$ cat src/rtl/pipe_ctrl.sv
// Pipeline control for the five-stage MIPS core: stall arbitration, precise-exception flush sequencing,
// redirect PC and stall watchdog. Optional perf counters are enabled by defining PIPE_CTRL_PERF_EN.
module pipe_ctrl #(
  parameter logic [31:0] EXC_VECTOR = 32'hBFC00380,
  parameter int unsigned WDOG_LIMIT = 1023
) (
  input  logic        clk,
  input  logic        rst,
  input  logic        stallreq_from_if,
  input  logic        stallreq_from_id,
  input  logic        stallreq_from_ex,
  input  logic        stallreq_from_mem,
  input  logic [31:0] excepttype_i,
  input  logic [31:0] cp0_epc_i,
  output logic [5:0]  stall,
  output logic        flush,
  output logic [31:0] new_pc,
  output logic        wdog_o
`ifdef PIPE_CTRL_PERF_EN
  ,
  output logic [31:0] stall_cnt_o,
  output logic [31:0] flush_cnt_o
`endif
);

  localparam int unsigned STALL_W = 6;
  localparam int unsigned WORD_W  = 32;
  localparam int unsigned WDOG_W  = 16;

  localparam logic [STALL_W-1:0] STALL_MEM  = 6'b011111;
  localparam logic [STALL_W-1:0] STALL_EX   = 6'b001111;
  localparam logic [STALL_W-1:0] STALL_ID   = 6'b000111;
  localparam logic [STALL_W-1:0] STALL_IF   = 6'b000011;
  localparam logic [WORD_W-1:0]  CODE_ERET  = 32'hE;
  localparam logic [WDOG_W-1:0]  WDOG_LIM   = WDOG_W'(WDOG_LIMIT);
  localparam logic [WDOG_W-1:0]  WDOG_MAX   = '1;

  typedef enum logic [1:0] {
    S_RUN   = 2'd0,
    S_DRAIN = 2'd1,
    S_FLUSH = 2'd2
  } state_e;

  state_e              state_q, state_d;
  logic [WORD_W-1:0]   exc_q, exc_d;
  logic [WORD_W-1:0]   epc_q, epc_d;
  logic [WDOG_W-1:0]   cnt_q, cnt_d;
  logic                wdog_q, wdog_d;
  logic [STALL_W-1:0]  stall_c;
  logic                flush_c;
  logic [WORD_W-1:0]   new_pc_c;
  logic                exc_valid;

  assign exc_valid = (excepttype_i != '0);

  // Highest requesting stage wins.
  function automatic logic [STALL_W-1:0] arbitrate(input logic req_if, input logic req_id,
                                                   input logic req_ex, input logic req_mem);
    if (req_mem)     return STALL_MEM;
    else if (req_ex) return STALL_EX;
    else if (req_id) return STALL_ID;
    else if (req_if) return STALL_IF;
    else             return '0;
  endfunction

  always_ff @(posedge clk) begin
    if (rst) begin
      state_q <= S_RUN;
      exc_q   <= '0;
      epc_q   <= '0;
    end else begin
      state_q <= state_d;
      exc_q   <= exc_d;
      epc_q   <= epc_d;
    end
  end

  // Next state; the exception is captured only when it must wait for a data-bus drain.
  always_comb begin
    state_d = state_q;
    exc_d   = exc_q;
    epc_d   = epc_q;
    unique case (state_q)
      S_RUN: begin
        if (exc_valid) begin
          if (stallreq_from_mem) begin
            state_d = S_DRAIN;
            exc_d   = excepttype_i;
            epc_d   = cp0_epc_i;
          end else begin
            state_d = S_FLUSH;
          end
        end
      end
      S_DRAIN: begin
        if (!stallreq_from_mem) state_d = S_FLUSH;
      end
      S_FLUSH: state_d = S_RUN;
      default: state_d = S_RUN;
    endcase
  end

  // Combinational outputs; flush always overrides stalls and reset forces everything quiet.
  always_comb begin
    stall_c  = '0;
    flush_c  = 1'b0;
    new_pc_c = '0;
    unique case (state_q)
      S_RUN: begin
        if (exc_valid && !stallreq_from_mem) begin
          flush_c  = 1'b1;
          new_pc_c = (excepttype_i == CODE_ERET) ? cp0_epc_i : EXC_VECTOR;
        end else begin
          stall_c = arbitrate(stallreq_from_if, stallreq_from_id, stallreq_from_ex,
                              stallreq_from_mem);
        end
      end
      S_DRAIN: begin
        if (stallreq_from_mem) begin
          stall_c = STALL_MEM;
        end else begin
          flush_c  = 1'b1;
          new_pc_c = (exc_q == CODE_ERET) ? epc_q : EXC_VECTOR;
        end
      end
      S_FLUSH: begin
        // ID/EX requests and exception codes here come from bubbles.
        stall_c = arbitrate(stallreq_from_if, 1'b0, 1'b0, stallreq_from_mem);
      end
      default: stall_c = '0;
    endcase
    if (rst) begin
      stall_c  = '0;
      flush_c  = 1'b0;
      new_pc_c = '0;
    end
  end

  assign stall  = stall_c;
  assign flush  = flush_c;
  assign new_pc = new_pc_c;

  // Watchdog: saturating run-length of stalled cycles, sticky flag one edge after the limit.
  always_comb begin
    wdog_d = wdog_q | (cnt_q >= WDOG_LIM);
    if (!stall_c[0])           cnt_d = '0;
    else if (cnt_q == WDOG_MAX) cnt_d = cnt_q;
    else                       cnt_d = cnt_q + WDOG_W'(1);
  end

  always_ff @(posedge clk) begin
    if (rst) begin
      cnt_q  <= '0;
      wdog_q <= 1'b0;
    end else begin
      cnt_q  <= cnt_d;
      wdog_q <= wdog_d;
    end
  end

  assign wdog_o = wdog_q;

`ifdef PIPE_CTRL_PERF_EN
  logic [WORD_W-1:0] stall_cnt_q, flush_cnt_q;

  always_ff @(posedge clk) begin
    if (rst) begin
      stall_cnt_q <= '0;
      flush_cnt_q <= '0;
    end else begin
      if (stall_c[0]) stall_cnt_q <= stall_cnt_q + WORD_W'(1);
      if (flush_c)    flush_cnt_q <= flush_cnt_q + WORD_W'(1);
    end
  end

  assign stall_cnt_o = stall_cnt_q;
  assign flush_cnt_o = flush_cnt_q;
`endif

endmodule

$ cat config.mk
export PLATFORM = sky130hd
export DESIGN_NAME = pipe_ctrl
export DESIGN_NICKNAME = d
export VERILOG_FILES = /design/src/rtl/pipe_ctrl.sv
export SDC_FILE = /design/constraint.sdc
export NUM_CORES = 1
export LEC_CHECK = 0
export ABC_AREA = 1
export CORE_MARGIN = 2
export CORE_UTILIZATION = 50
export DETAILED_ROUTE_END_ITERATION = 12
export GPL_TIMING_DRIVEN = 0
export PLACE_DENSITY = 0.84
export SLEW_MARGIN = 20
export SYNTH_ARGS = -nofsm -noshare
export SYNTH_HDL_FRONTEND = slang
export SYNTH_SLANG_ARGS = --single-unit
$ cat constraint.sdc
create_clock -name clk -period 2.05 [get_ports clk]
set_clock_uncertainty 0.15 [all_clocks]
set_input_delay 0.205 -clock clk [delete_from_list [all_inputs] [get_ports clk]]
set_output_delay 0.205 -clock clk [all_outputs]
set_load 0.05 [all_outputs]
==> out/summary.txt <==
initial antenna violation count - 0
Post-synth EDFFs - 0
FF-to-FF Start - state_q[0]
Synth Instances - 693
final WL - 16,730 um
power share of the sequential group - 0.435
Synth top area share - 0.3666
clock sink total - 83
Final Total Pwr - 4.160 mW
largest net degree at the start of global routing - 16
Worst setup endpoint - new_pc[30]
Mapped Area - 0.004532 sq mm
area of the multi-input gates - 0.002840 sq mm
Root Buffer - clkbuf_8
clock-pin transition on the worst setup and hold timing paths - 90 ps
Seq cells post-synth - 83
Die H - 99.21 um
Critical Path Start - exc_q[11]
fin. max-slew vios - 0
via count of the routed design - 5,619
number of port buffers - 107
clock latency at the later pin of the worst-skew pair - 360 ps
failing checks - hold timing, setup timing
HPWL Detailed - 9498 um
die width - 99.21 um
routability cong. - 0.8780
Clock Tree Buf Depth - 2
internal power - 2.838 mW
CTS tree - built
WP data required - 1690 ps
register area share after synthesis - 0.3666
DRT Pass-1 Iters - 7
io pins - 110
pre-CTS WS - -1114 ps
warnings from Yosys - 0
Vias/cell - 5.871
Fin. Hold Viols - 1
share of flip-flops with an asynchronous set or reset - 0
Synth area leaders - dfxtp_1, nor2_1, nand3_1
vias in the first global route - 4,997
Sw Ratio - 0.3177
main flop type after synthesis - dfxtp_1
Mapped Nets - 764
Max-Cap Viols - 0
Avg WL per Cell - 17.48 um
Least-Margin Pin Slew - 724.3 ps
All-Layer GR Usage - 0.2782
slew margin rel. - 0.5171
Max IR drop VDD - 0.4317 mV
Comb power frac - 0.240
status - complete, but fails checks
setup ws final - -417.0 ps
area delta synth->final - 51.74%
minimum clock period - 2467 ps
Overflow after GRT - 0
commonest cells in the synthesized netlist - nor2_1, dfxtp_1, nand3_1
Mean Syn Cell Area - 6.539 sq um
CP Max Fanout - 5
layout cell share with drive strength beyond 1 - 0.2898
most frequent cell after synthesis - nor2_1
register area - 0.001670 sq mm
Ant. Diodes - 0
cts bufs inserted - 9
Fill cells - 550
Peak Freq - 405.4 MHz
Leak - 2.892 nW
fin crit share - 1.203
Critical Path AT - 2110 ps
synth unique cells - 34
critical path startpoint category - register
reg2reg end - exc_q[1]
DRC - 0
Die Footprint - 0.009842 sq mm
CORE AREA - 0.008763 sq mm
min-delay worst type - in -> reg
Final setup viols - 36
Reg2Reg Depth - 9
Starting Density - 0.5171
first-pass GRT wire length - 22,490 um
Pwr per Cell Area - 604.9 mW/mm^2
post-synth top area cell - dfxtp_1
DRT antenna net count - 0
Fin Hold WS - -16.86 ps
sw power - 1.321 mW
Core Util, Final - 0.7847
crit end category - output pin
H-Tree Depth - 3
DRT iter0 DRCs - 533
fin area - 0.006877 sq mm
dpl cell area - 0.005867 sq mm
RSZ-0062 raised after global routing - true
clock network power share - 0.325
R2R Setup Slk - 180 ps
Rows - 34
nets - 915
kind of critical path - reg -> out
worst max-delay path: stages (launching register included):
cell,delay [ps]
dfxtp_1,330
nor2_1,150
nand2_1,120
nor2_2,190
nand3_2,110
nor2_4,220
buf_6,180
nand3_2,70
a21oi_2,200
buf_6,190
power by group through the flow:
| stage | combinational [mW] | sequential (mW) | clock [mW] |
|---|---|---|---|
| finish | 0.996 | 1.81 | 1.35 |
| CTS | 0.848 | 1.79 | 1.33 |
| global route | 1.06 | 1.82 | 1.41 |
| detailed placement | 0.836 | 1.83 | 0 |
| global placement | 0.813 | 1.82 | 0 |
| floorplan | 0.530 | 1.81 | 0 |
cell type report:
cell class / instances / area share
buffer: 46 / 0.06059
clock buffer: 9 / 0.01801
clock inverter: 7 / 0.01437
inverter: 48 / 0.02766
multi-input combinational: 516 / 0.4130
sequential: 83 / 0.2429
tap: 108 / 0.01965
timing repair buffer: 140 / 0.2038
cell usage in the layout, fill, tap and decap left out, types with 3 or more instances in the layout:
master           count
xor2_1               8
buf_8                5
clkbuf_4             3
nand2_2              5
inv_2                8
clkbuf_8            10
clkdlybuf4s50_1     36
nor2_4              10
clkdlybuf4s15_1      4
a31oi_1              3
clkbuf_1             9
nand2_1             50
dlygate4sd3_1        6
nor3_1               5
clkbuf_2            14
dlymetal6s2s_1      15
nand3b_1            25
nor2_1             209
inv_1               38
o21ai_1             31
a21oi_2             32
buf_4               23
nor2_2              16
dfxtp_1             78
dfxtp_2              4
dlygate4sd2_1        3
inv_6                4
nand3_1             33
o21ai_0             36
nand2_4              3
nand3_2             24
buf_6               64
a21oi_1              3
stage by stage:
step	setup TNS (ps)	cells
after floorplan	0	693
after global placement	-37040	908
after detailed placement	-40590	908
after CTS	-6950	930
after global routing	-13640	957
final	-11550	957
state kept, by name, indices dropped and copies added, names as in the netlist:
name     flops
epc_q       32
wdog_o       1
exc_q       32
cnt_q       16
state_q      2
routing by layer:
layer,vias up,part of all wire,GRT usage
li1,2527,-,-
met1,2590,0.37,0.3441
met2,391,0.48,0.4719
met3,111,0.092,0.04287
met4,0,0.061,0.1370
met5,-,0,0
worst min path at each step:
stage                            startpoint         end  slack [ps]  cells after the start
after global routing       excepttype_i[15]   exc_q[15]         0.1                      3
final                      excepttype_i[15]   exc_q[15]         -20                      3
after CTS                  excepttype_i[11]   exc_q[11]         110                      3
after floorplan           stallreq_from_mem  state_q[1]         130                      1
after detailed placement          epc_q[29]   epc_q[29]         310                      2
after global placement             epc_q[9]    epc_q[9]         300                      2
logic make-up (layout without fill, tap and decap cells):
| family | after synthesis | count (layout) | share of synthesized area |
|---|---|---|---|
| compound gates | 110 | 110 | 0.1242 |
| xor+xnor | 10 | 10 | 0.01933 |
| fa+ha+maj | 1 | 1 | 0.002760 |
| buf+inv | 94 | 250 | 0.1079 |
| flops | 83 | 83 | 0.3666 |
| other cells | 1 | 1 | 0.0008275 |
| simple gates | 394 | 394 | 0.3782 |
timing repair:
action / in CTS / in global routing
hold buffers: 0 / 6
pin swaps: 10 / 62
resized for setup: 319 / 150
hold endpoints to repair: 0 / 6
endpoints found under the setup margin: 38 / 39
gates cloned: 2 / 4
setup buffers: 4 / 17
No activity file was read; power rests on OpenSTA's default activity.
